$ cat config.mk
export PLATFORM = sky130hd
export DESIGN_NAME = prog_loader
export DESIGN_NICKNAME = d
export VERILOG_FILES = /design/src/rtl/prog_loader.sv
export SDC_FILE = /design/constraint.sdc
export NUM_CORES = 1
export LEC_CHECK = 0
export CAP_MARGIN = 10
export CORE_MARGIN = 8
export CORE_UTILIZATION = 49
export CTS_CLUSTER_DIAMETER = 80
export DETAILED_ROUTE_END_ITERATION = 8
export GPL_ROUTABILITY_DRIVEN = 0
export PLACE_DENSITY = 0.65
export SLEW_MARGIN = 15
export SYNTH_ARGS = -nofsm -noshare
export SYNTH_HDL_FRONTEND = slang
export SYNTH_SLANG_ARGS = --single-unit
export TNS_END_PERCENT = 50
$ cat constraint.sdc
create_clock -name w_clk -period 5.9 [get_ports w_clk]
set_clock_uncertainty 0.1 [all_clocks]
set_input_delay 0.59 -clock w_clk [delete_from_list [all_inputs] [get_ports w_clk]]
set_output_delay 0.59 -clock w_clk [all_outputs]
set_load 0.005 [all_outputs]
$ cat src/rtl/prog_loader.sv
// prog_loader: receives a program image over a UART line and writes it into
// instruction memory, holding the downstream processor in reset until the
// whole image has been written.
//
// Image format: 16-bit big-endian word count N, then N 32-bit big-endian words.
//
// RX FSM   state    | meaning
//          RX_IDLE  | line idle, waiting for a falling edge
//          RX_START | waiting for the start-bit midpoint; high there = glitch
//          RX_DATA  | sampling 8 data bits, LSB first
//          RX_STOP  | sampling the stop bit; low = framing error
//
// Load FSM state    | meaning
//          HDR_HI   | waiting for word-count high byte
//          HDR_LO   | waiting for word-count low byte
//          DATA     | assembling and writing instruction words
//          DONE     | image complete, processor released (terminal)
//          ERR      | bad count or framing error (terminal)
module prog_loader #(
  parameter int CLKS_PER_BIT = 868,
  parameter int ADDR_W       = 10
) (
  input  logic              w_clk,
  input  logic              w_rst_n,
  input  logic              w_rxd,
  output logic              w_imem_we,
  output logic [ADDR_W-1:0] w_imem_addr,
  output logic [31:0]       w_imem_wdata,
  output logic              w_proc_rst,
  output logic              w_busy,
  output logic              w_err
);

  localparam int CNT_W = $clog2(CLKS_PER_BIT);
  localparam logic [CNT_W-1:0] HALF_M1 = CNT_W'(CLKS_PER_BIT / 2 - 1);
  localparam logic [CNT_W-1:0] FULL_M1 = CNT_W'(CLKS_PER_BIT - 1);
  localparam longint MAX_WORDS = longint'(1) << ADDR_W;

  typedef enum logic [1:0] {RX_IDLE, RX_START, RX_DATA, RX_STOP} rx_state_t;
  typedef enum logic [2:0] {HDR_HI, HDR_LO, DATA, DONE, ERR} ld_state_t;

  logic              r_rx_s1, r_rx_s2, r_rx_s3;
  rx_state_t         r_rx_state, w_rx_next;
  logic [CNT_W-1:0]  r_clk_cnt;
  logic [2:0]        r_bit_idx;
  logic [7:0]        r_shift;
  logic              r_byte_valid, r_frame_err;

  ld_state_t         r_ld_state, w_ld_next;
  logic [7:0]        r_hdr_hi;
  logic [15:0]       r_remain;
  logic [1:0]        r_byte_idx;
  logic [31:0]       r_word;
  logic [ADDR_W-1:0] r_wr_idx;
  logic              r_we;
  logic [ADDR_W-1:0] r_imem_addr;
  logic [31:0]       r_imem_wdata;

  logic              w_rx, w_rx_fall, w_cnt_zero, w_too_big;
  logic [15:0]       w_hdr_n;

  assign w_rx       = r_rx_s2;
  assign w_rx_fall  = r_rx_s3 & ~r_rx_s2;
  assign w_cnt_zero = (r_clk_cnt == '0);
  assign w_hdr_n    = {r_hdr_hi, r_shift};
  assign w_too_big  = ({48'd0, w_hdr_n} > MAX_WORDS);

  // Synchronize the async serial line; third flop only feeds edge detect.
  always_ff @(posedge w_clk or negedge w_rst_n) begin
    if (!w_rst_n) begin
      r_rx_s1 <= 1'b1;
      r_rx_s2 <= 1'b1;
      r_rx_s3 <= 1'b1;
    end else begin
      r_rx_s1 <= w_rxd;
      r_rx_s2 <= r_rx_s1;
      r_rx_s3 <= r_rx_s2;
    end
  end

  // RX state register.
  always_ff @(posedge w_clk or negedge w_rst_n) begin
    if (!w_rst_n) r_rx_state <= RX_IDLE;
    else          r_rx_state <= w_rx_next;
  end

  // RX next-state logic.
  always_comb begin
    w_rx_next = r_rx_state;
    case (r_rx_state)
      RX_IDLE:  if (w_rx_fall) w_rx_next = RX_START;
      RX_START: if (w_cnt_zero) w_rx_next = w_rx ? RX_IDLE : RX_DATA;
      RX_DATA:  if (w_cnt_zero && (r_bit_idx == 3'd7)) w_rx_next = RX_STOP;
      RX_STOP:  if (w_cnt_zero) w_rx_next = RX_IDLE;
      default:  w_rx_next = RX_IDLE;
    endcase
  end

  // RX bit timer (down-counter), shift register and byte/framing pulses.
  always_ff @(posedge w_clk or negedge w_rst_n) begin
    if (!w_rst_n) begin
      r_clk_cnt    <= '0;
      r_bit_idx    <= '0;
      r_shift      <= '0;
      r_byte_valid <= 1'b0;
      r_frame_err  <= 1'b0;
    end else begin
      r_byte_valid <= 1'b0;
      r_frame_err  <= 1'b0;
      case (r_rx_state)
        RX_IDLE: r_clk_cnt <= HALF_M1;
        RX_START: begin
          if (w_cnt_zero) begin
            r_clk_cnt <= FULL_M1;
            r_bit_idx <= '0;
          end else r_clk_cnt <= r_clk_cnt - CNT_W'(1);
        end
        RX_DATA: begin
          if (w_cnt_zero) begin
            r_shift   <= {w_rx, r_shift[7:1]};
            r_bit_idx <= r_bit_idx + 3'd1;
            r_clk_cnt <= FULL_M1;
          end else r_clk_cnt <= r_clk_cnt - CNT_W'(1);
        end
        RX_STOP: begin
          if (w_cnt_zero) begin
            r_byte_valid <= w_rx;
            r_frame_err  <= ~w_rx;
          end else r_clk_cnt <= r_clk_cnt - CNT_W'(1);
        end
        default: r_clk_cnt <= HALF_M1;
      endcase
    end
  end

  // Load state register.
  always_ff @(posedge w_clk or negedge w_rst_n) begin
    if (!w_rst_n) r_ld_state <= HDR_HI;
    else          r_ld_state <= w_ld_next;
  end

  // Load next-state logic; DONE is entered only after the last write cycle.
  always_comb begin
    w_ld_next = r_ld_state;
    case (r_ld_state)
      HDR_HI: begin
        if (r_frame_err)       w_ld_next = ERR;
        else if (r_byte_valid) w_ld_next = HDR_LO;
      end
      HDR_LO: begin
        if (r_frame_err) w_ld_next = ERR;
        else if (r_byte_valid) begin
          if (w_too_big)             w_ld_next = ERR;
          else if (w_hdr_n == 16'd0) w_ld_next = DONE;
          else                       w_ld_next = DATA;
        end
      end
      DATA: begin
        if (r_frame_err)                        w_ld_next = ERR;
        else if (r_we && (r_remain == 16'd1))   w_ld_next = DONE;
      end
      DONE:    w_ld_next = DONE;
      ERR:     w_ld_next = ERR;
      default: w_ld_next = ERR;
    endcase
  end

  // Header capture, word assembly and the registered memory write port.
  always_ff @(posedge w_clk or negedge w_rst_n) begin
    if (!w_rst_n) begin
      r_hdr_hi     <= '0;
      r_remain     <= '0;
      r_byte_idx   <= '0;
      r_word       <= '0;
      r_wr_idx     <= '0;
      r_we         <= 1'b0;
      r_imem_addr  <= '0;
      r_imem_wdata <= '0;
    end else begin
      r_we <= 1'b0;
      case (r_ld_state)
        HDR_HI: if (r_byte_valid) r_hdr_hi <= r_shift;
        HDR_LO: begin
          if (r_byte_valid) begin
            r_remain   <= w_hdr_n;
            r_byte_idx <= '0;
            r_wr_idx   <= '0;
          end
        end
        DATA: begin
          if (r_byte_valid) begin
            r_word     <= {r_word[23:0], r_shift};
            r_byte_idx <= r_byte_idx + 2'd1;
            if (r_byte_idx == 2'd3) begin
              r_we         <= 1'b1;
              r_imem_wdata <= {r_word[23:0], r_shift};
              r_imem_addr  <= r_wr_idx;
              r_wr_idx     <= r_wr_idx + ADDR_W'(1);
            end
          end
          if (r_we) r_remain <= r_remain - 16'd1;
        end
        default: ;
      endcase
    end
  end

  assign w_imem_we    = r_we;
  assign w_imem_addr  = r_imem_addr;
  assign w_imem_wdata = r_imem_wdata;
  assign w_proc_rst   = (r_ld_state != DONE);
  assign w_busy       = (r_ld_state == DATA);
  assign w_err        = (r_ld_state == ERR);

endmodule

==> Word level (Yosys, flattened, before mapping) <==
Index checks and enable logic that the tools add are counted.
{ "totals": {"regBits": 134, "mem_bits_ro": 0, "mem_count": 0, "inputBits": 3, "ramBits": 0, "latch_bits": 0} }
{ "op_classes": {"shift": 0, "muxes": 38, "reduce_logical": 19, "bitwise": 2, "magnitude_cmp": 1, "n_addsub": 5, "eq_ne": 24, "n_mul": 0, "n_div": 0} }
{ "op_table": {"columns": ["cell", "count"], "rows": [
  ["$mux 10", 5],
  ["$mux 16", 2],
  ["$pmux 16 s2", 1],
  ["$pmux 10 s3", 1],
  ["$mux 3", 9],
  ["$pmux 10 s2", 1],
  ["$eq 16x1->1 const B", 1],
  ["$gt 16x11->1 const B", 1],
  ["$logic_not 16->1", 1],
  ["$sub 16x1->16 const B", 1],
  ["$reduce_and 3->1", 5],
  ["$mux 2", 7],
  ["$ne 2x2->1 const B", 7],
  ["$pmux 3 s4", 1],
  ["$add 10x1->10 const B", 1],
  ["$logic_not 10->1", 1],
  ["$sub 10x1->10 const B", 1],
  ["$mux 1", 8],
  ["$pmux 2 s4", 1],
  ["$reduce_and 4->1", 2],
  ["$eq 2x2->1 const B", 3],
  ["$eq 3x2->1 const B", 2],
  ["$eq 3x3->1 const B", 2],
  ["$ne 2x1->1 const B", 3],
  ["17 further kinds", 22]
]} }

==> Longest topological paths before layout <==
Gate-level depths: netlist of the first run.
{ "logic_depth": {"ltp_word": 6, "depth_mapped": 8, "depth_no_buf": 6} }

==> Least setup slack after synthesis of the first run <==
No wires, ideal clock.
{ "synth_path": {"kind": "reg2out", "startpoint": "register r_ld_state[0]", "endpoint": "output w_busy", "path_buffers": 3, "path_stages_with_launch": 6, "arrival_time_ns": 1.288, "path_slack_ns": 3.922, "path_cell_list": "dfrtp_1 > or3b_1 > buf_2 > inv_1 > buf_2 > buf_2"} }
{ "synth_via": {"elab_chain_len": 1} }
{ "synth_lines": {"columns": ["item", "line_no", "source"], "rows": [
  ["start, declared", "49", "ld_state_t r_ld_state, w_ld_next;"],
  ["start signal, assigned", "139", "else r_ld_state <= w_ld_next;"],
  ["$eq 3x2->1", "212", "assign w_busy = (r_ld_state == DATA);"],
  ["end, declared", "30", "output logic w_busy,"]
]} }
No other way between the ends.

==> Worst setup path in the final report of the first run <==
{ "layout_path": {"startpoint": "register r_ld_state[1]", "endpoint": "output w_busy"} }
Same word-level chain as after synthesis.

==> results_dict.tcl, run 1 <==
set metrics [dict create \
    firstDrtPassIters 4 \
    insertion_delay_ns 0.42 \
    fin_area_mm2 0.007327 \
    crit_slowest_cell "inv_1" \
    max-slew-margin-rel_pct 24.39 \
    arrival_ns 2.95 \
    finalCriticalPeriod_ns 3.639 \
    worst_path_largest_cell_delay_ns 0.69 \
    drt_wl_total_um 13110 \
    syn_avg_cell_area_um2 10.23 \
    io_buffers 48 \
    ys_dominant_reg_cell "dfrtp_1" \
    dieArea_mm2 0.01646 \
    status "finished, final reports clean" \
    critical_path_class "flip-flop to output pin" \
    antenna_found_initial 0 \
    startpoint_type "flip-flop" \
    tightest_slew_ns 1.134 \
    synthCells 604 \
    fin_tns_setup_ns 0 \
    cp_cell_sequence "or3b_1, inv_1, clkdlybuf4s50_1" \
    p_leak_nw 3.550 \
    postSynthNetCount 619 \
    syn_to_final_growth_pct 18.61 \
    h-tree-depth 4 \
    crit_family "buffers and inverters" \
    rsz0062_at_grt "no" \
    diodes 0 \
    synth_seq_cells 134 \
    placed_area_mm2 0.006755 \
    power_density_mw_per_mm2 347.5 \
    seq_area_mm2 0.003357 \
    min_path_type "input port to asynchronous set/reset pin" \
    endpoint_kind "output pin" \
    drive_gt1_share_pct 13.20 \
    hold_violations 0 \
    worstSetupStartpoint "r_ld_state[1]$_DFFE_PN0P_" \
    drv_slew 0 \
    fin_nets 662 \
    path_clk_slew_ns 0.06 \
    clk_path_buf_depth 2 \
    final_common_cell "nand2_1" \
    ys_types 68 \
    r2r-end "r_remain[6]$_DFFE_PN0P_" \
    fill_cells 1080 \
    clkSinkCount 134 \
    period_share_pct 61.68 \
    vias 4549 \
    drt_iter0_markers 271 \
    cts_buffers 17 \
    crit_buf_inv 2 \
    place.detailed.hpwl_um 8573 \
    postCtsSetupRepairBufs 0 \
    synthArstFlopShare_pct 100.0 \
    initial_utilization_pct 49.55 \
    ys.warnings.count 0 \
    drc 0 \
    multi_input_area_mm2 0.002619 \
    viasPerCell 5.474 \
    core_area_mm2 0.01247 \
    grt_pass1_vias 4527 \
    cts_resized 0 \
    rows 41 \
    ys_seq_area_share_pct 54.34 \
    synth_area_mm2 0.006177 \
    post-place-ws_ns 2.699 \
    peakVddDrop_mv 0.3543 \
    final_antenna_net_count 0 \
    regToRegSetupSlack_ns 3.27 \
    io_pins 49 \
    setup_violations 0 \
    grtUsageTotal_pct 17.09 \
    r2r_start "r_ld_state[1]$_DFFE_PN0P_" \
    chipWidth_um 128.3 \
    hold_buffers 0 \
    max-cap-violations 0 \
    grt_start_max_net_pins 70 \
    wire_per_inst_um 15.77 \
    reg2reg_depth 5 \
    cp.required_ns 5.21 \
    fmax_ghz 0.2748 \
    fin_ws_ns 2.261 \
    layout_common_cells "171 x nand2_1, 131 x dfrtp_1, 47 x clkdlybuf4s50_1" \
    grt_overflow 0 \
    cts_tree "yes" \
    synth-edff-count 0 \
    die_h_um 128.3 \
    grt_pass1_wl_um 22430 \
    crit_path_max_fanout 29 \
    cts-root-buf "clkbuf_16" \
]
## per-stage QoR
step / utilization, % / instances / hold slack (ns) / power [mW]
2_1_floorplan: - / 604 / 0.1944 / 1.430
3_3_place_gp: 54.19 / 800 / 0.2474 / 1.521
3_5_place_dp: 54.19 / 800 / 0.2496 / 1.537
4_1_cts: 58.78 / 831 / 0.2073 / 2.570
5_1_grt: 58.78 / 831 / 0.2552 / 2.673
6_report: 58.78 / 831 / 0.1715 / 2.546
## report_power, final
| group | internal (mW) | switching [mW] |
|---|---|---|
| logic | 0.197 | 0.279 |
| registers | 0.973 | 0.0777 |
| clock network | 0.627 | 0.393 |
## state kept, by name, indices dropped and copies added (netlist names), 2 cells and up, named ones only
register	flops
r_shift	8
r_word	24
r_wr_idx	10
r_clk_cnt	10
r_bit_idx	3
w_imem_wdata	32
r_byte_idx	2
r_ld_state	3
r_hdr_hi	8
w_imem_addr	10
r_remain	16
## Yosys cell counts (3+ instances only)
cell type,number,area share (%)
dfrtp_1,131,53
nor3_1,9,0.73
or2_2,3,0.30
a31oi_1,3,0.30
mux2_2,26,4.7
inv_1,18,1.1
nor4_1,4,0.41
nor2_1,20,1.2
buf_2,13,1.1
ha_1,12,2.4
nand2b_1,3,0.30
o31ai_1,8,0.97
or4_1,4,0.49
clkbuf_1,10,0.61
dfstp_2,3,1.3
nand2_1,171,10
o311ai_0,4,0.57
nand3b_1,3,0.36
nand3_1,18,1.5
a2bb2oi_1,9,1.3
xor2_1,3,0.43
o22ai_1,7,0.71
nand4_1,7,0.71
o21a_1,3,0.36
o211ai_1,8,0.97
mux2_4,8,1.9
or3_1,4,0.41
o21ai_0,18,1.5
a21oi_1,22,1.8
## worst register-to-register path: cells and delay by family (launching register included)
family,cells,cell delay [ns]
AOI/OAI and AO/OA,2,0.29
DFF,1,0.56
and+or+nand+nor,2,0.83
buffers and inverters,1,0.69
## area by class of cell
type                    count  share of cell area (%)
inverters                  19                  0.9734
clock buffers              18                   5.994
repair buffers             50                   6.728
well taps                 172                   2.937
flip-flops and latches    134                   45.82
multi-input cells         425                   35.74
clock inverters            13                   1.810
## worst max-delay path by stage
stage,to,cells after the start
final,w_busy,3
after global routing,w_busy,3
after CTS,w_busy,3
after global placement,w_busy,3
after detailed placement,w_busy,3
after floorplan,w_busy,5
## logic make-up (layout without fill, tap and decap cells)
kind of cell,Yosys count,after routing,share of synthesized area (%)
AND/OR/NAND/NOR,270,270,20.86
flip-flops,134,134,54.34
multiplexers,36,36,7.008
XOR/XNOR,5,5,0.7091
buffers and inverters,45,100,3.261
AO/OA/AOI/OAI,102,102,11.38
adder cells (fa/ha/maj),12,12,2.431
## per-layer routing
metal  wire (um)  track usage (%)  part of all wire, %
met3         622            4.493                  4.7
met1        5796            20.76                   44
met5           0                0                    0
met4         189            6.224                  1.4
met2        6499            28.57                   50
No activity file was read; power rests on OpenSTA's default activity.
==> inputs of run 2 (changes only) <==
--- a/config.mk
+++ b/config.mk
@@ -11,7 +11,7 @@
 export CTS_CLUSTER_DIAMETER = 80
 export DETAILED_ROUTE_END_ITERATION = 8
 export GPL_ROUTABILITY_DRIVEN = 0
-export PLACE_DENSITY = 0.65
+export PLACE_DENSITY = 0.68
 export SLEW_MARGIN = 15
 export SYNTH_ARGS = -nofsm -noshare
 export SYNTH_HDL_FRONTEND = slang
==> constraint.sdc (replaced) <==
create_clock -name w_clk -period 3.23 [get_ports w_clk]
set_clock_uncertainty 0.1 [all_clocks]
set_input_delay 0.323 -clock w_clk [delete_from_list [all_inputs] [get_ports w_clk]]
set_output_delay 0.323 -clock w_clk [all_outputs]
set_load 0.005 [all_outputs]
==> run 2 against run 1 <==
Count of clock-buffer cells in the layout increased by 6. Largest cell class unchanged. Via count increased by 2.1%. Sequential share of layout area decreased by 0.66 points. Total power increased by 90%. Critical path depth unchanged. Hold slack improved by 0.045 ns.
==> results_dict.tcl, run 2 (same netlist as run 1, synthesis figures left out) <==
set metrics [dict create \
    grt_pass1_vias 4605 \
    drv_slew 0 \
    h-tree-depth 4 \
    regToRegSetupSlack_ns 0.79 \
    arrival_ns 2.32 \
    power_switching_mw 1.341 \
    syn_to_final_growth_pct 20.34 \
    fin_area_mm2 0.007433 \
    worstSetupStartpoint "r_ld_state[1]$_DFFE_PN0P_" \
    viasPerCell 5.555 \
    status "finished, final reports clean" \
    r2r-end "w_imem_wdata[14]$_DFFE_PN0P_" \
    tightest_slew_ns 0.9495 \
    layout_common_cells "171 x nand2_1, 131 x dfrtp_1, 47 x clkdlybuf4s50_1" \
    cts_buffers 17 \
    final_antenna_net_count 0 \
    worst_path_largest_cell_delay_ns 0.65 \
    grt_pass1_wl_um 22600 \
    placed_area_mm2 0.006798 \
    drt_iter0_markers 358 \
    vias 4644 \
    fill_cells 1064 \
    rows 41 \
    max-slew-margin-rel_pct 36.12 \
    comb_power_share_pct 18.5 \
    place.detailed.hpwl_um 9025 \
    clkSinkCount 134 \
    initial_utilization_pct 49.55 \
    min_path_type "input port to flip-flop" \
    wire_per_inst_um 15.83 \
    finish.utilization_pct 59.63 \
    clk_path_buf_depth 2 \
    drc 0 \
    core_area_mm2 0.01247 \
    io_buffers 48 \
    instances_no_fill 836 \
    diodes 0 \
    postCtsSetupRepairBufs 0 \
    cp.required_ns 2.81 \
    grt_overflow 0 \
    power_density_mw_per_mm2 650.7 \
    endpoint_kind "output pin" \
    clkPwrFrac_pct 41.7 \
    cp_cell_sequence "or3b_1, inv_1, clkdlybuf4s50_1" \
    crit_path_max_fanout 16 \
    rsz0062_at_grt "no" \
    drive_gt1_share_pct 13.10 \
    fin_tns_setup_ns 0 \
    dieArea_mm2 0.01646 \
    grtUsageTotal_pct 17.30 \
    peakVddDrop_mv 0.4203 \
    period_share_pct 84.88 \
    crit_slowest_cell "or3b_1" \
    final_common_cell "nand2_1" \
    path_clk_slew_ns 0.05 \
    fmax_ghz 0.3648 \
    dp_cells 804 \
    chipWidth_um 128.3 \
    reg2reg_depth 5 \
    cts_tree "yes" \
    crit_family "buffers and inverters" \
    seq_area_mm2 0.003357 \
    max-cap-violations 0 \
    intPower_mw 3.496 \
    largest_reg_flops 32 \
    io_pins 49 \
    p_leak_nw 3.602 \
    cp.depth 3 \
    multi_input_area_mm2 0.002619 \
    drt_wl_total_um 13230 \
    cts-root-buf "clkbuf_16" \
    cp-endpoint "w_busy" \
    seqPwrFrac_pct 39.8 \
    grt_start_max_net_pins 62 \
    firstDrtPassIters 4 \
    hold_violations 0 \
    startpoint_type "flip-flop" \
    fin_nets 667 \
    die_h_um 128.3 \
    sw_frac_of_total_pct 27.72 \
    r2r_start "r_ld_state[0]$_DFFE_PN0P_" \
    antenna_found_initial 0 \
    setup_violations 0 \
    finalCriticalPeriod_ns 2.742 \
    critical_path_class "flip-flop to output pin" \
    finalPower_mw 4.837 \
    insertion_delay_ns 0.42 \
    crit_buf_inv 2 \
]
run 2: changes by cell type in the layout (fill, tap and decap cells not counted):
| cell | change |
|---|---|
| bufinv_16 | +2 |
| dlygate4sd3_1 | +1 |
| clkinvlp_4 | -2 |
| buf_12 | +1 |
| clkinv_2 | -5 |
| buf_4 | +3 |
| inv_6 | -1 |
| clkbuf_1 | +4 |
| clkbuf_8 | +2 |
run 2: layout make-up:
cell class                      count  area share [%]
Inverter                           19          0.9594
Clock buffer                       24           6.480
Tap cell                          172           2.895
Multi-Input combinational cell    425           35.23
Sequential cell                   134           45.16
Clock inverter                      7           1.936
Timing Repair Buffer               55           7.339
run 2: per-stage QoR:
step	worst slack (ns)	hold WS (ns)
3_5_place_dp	0.8183	0.2498
2_1_floorplan	1.276	-0.07259
5_1_grt	0.3576	0.2046
3_3_place_gp	0.9118	0.2459
6_report	0.4884	0.2167
4_1_cts	0.4627	0.2016
run 2: power by group through the flow:
| stage | clock network, mW | registers [mW] | logic (mW) |
|---|---|---|---|
| 2_1_floorplan | 0 | 1.89 | 0.726 |
| 3_3_place_gp | 0 | 1.94 | 0.856 |
| 3_5_place_dp | 0 | 1.95 | 0.880 |
| 4_1_cts | 2.06 | 1.92 | 0.892 |
| 5_1_grt | 2.13 | 1.94 | 1.01 |
| 6_report | 2.02 | 1.93 | 0.896 |
run 2: worst min path at each step:
| stage | startpoint | end | slack [ns] | depth (start not counted) |
|---|---|---|---|---|
| global route | w_rxd | r_rx_s1$_DFF_PN1_ | 0.20 | 1 |
| global placement | r_rx_s1$_DFF_PN1_ | r_rx_s2$_DFF_PN1_ | 0.25 | 0 |
| CTS | w_rxd | r_rx_s1$_DFF_PN1_ | 0.20 | 1 |
| floorplan | w_rst_n | asynchronous set/reset pin | -0.07 | 0 |
| finish | w_rxd | r_rx_s1$_DFF_PN1_ | 0.22 | 1 |
| detailed placement | r_rx_s1$_DFF_PN1_ | r_rx_s2$_DFF_PN1_ | 0.25 | 0 |
run 2: layer usage:
layer  routed length (um)  GRT usage [%]  vias up
li1                     -              -     2222
met1                 5712          19.96     2305
met2                 6681          29.46       95
met3                  570          3.661       22
met4                  267          9.371        0
met5                    0              0        -
run 2: what timing repair did:
| item | in CTS | in global routing |
|---|---|---|
| gates resized for setup | 0 | 0 |
| hold buffers | 1 | 0 |
| endpoints found under the hold margin | 59 | 0 |
run 2: worst register-to-register path, stage by stage (launching register included):
cell      delay, ns
dfrtp_1        0.56
and4bb_2       0.49
nand2_2        0.16
clkinv_1       0.59
nand2_1        0.32
nand2_1        0.09
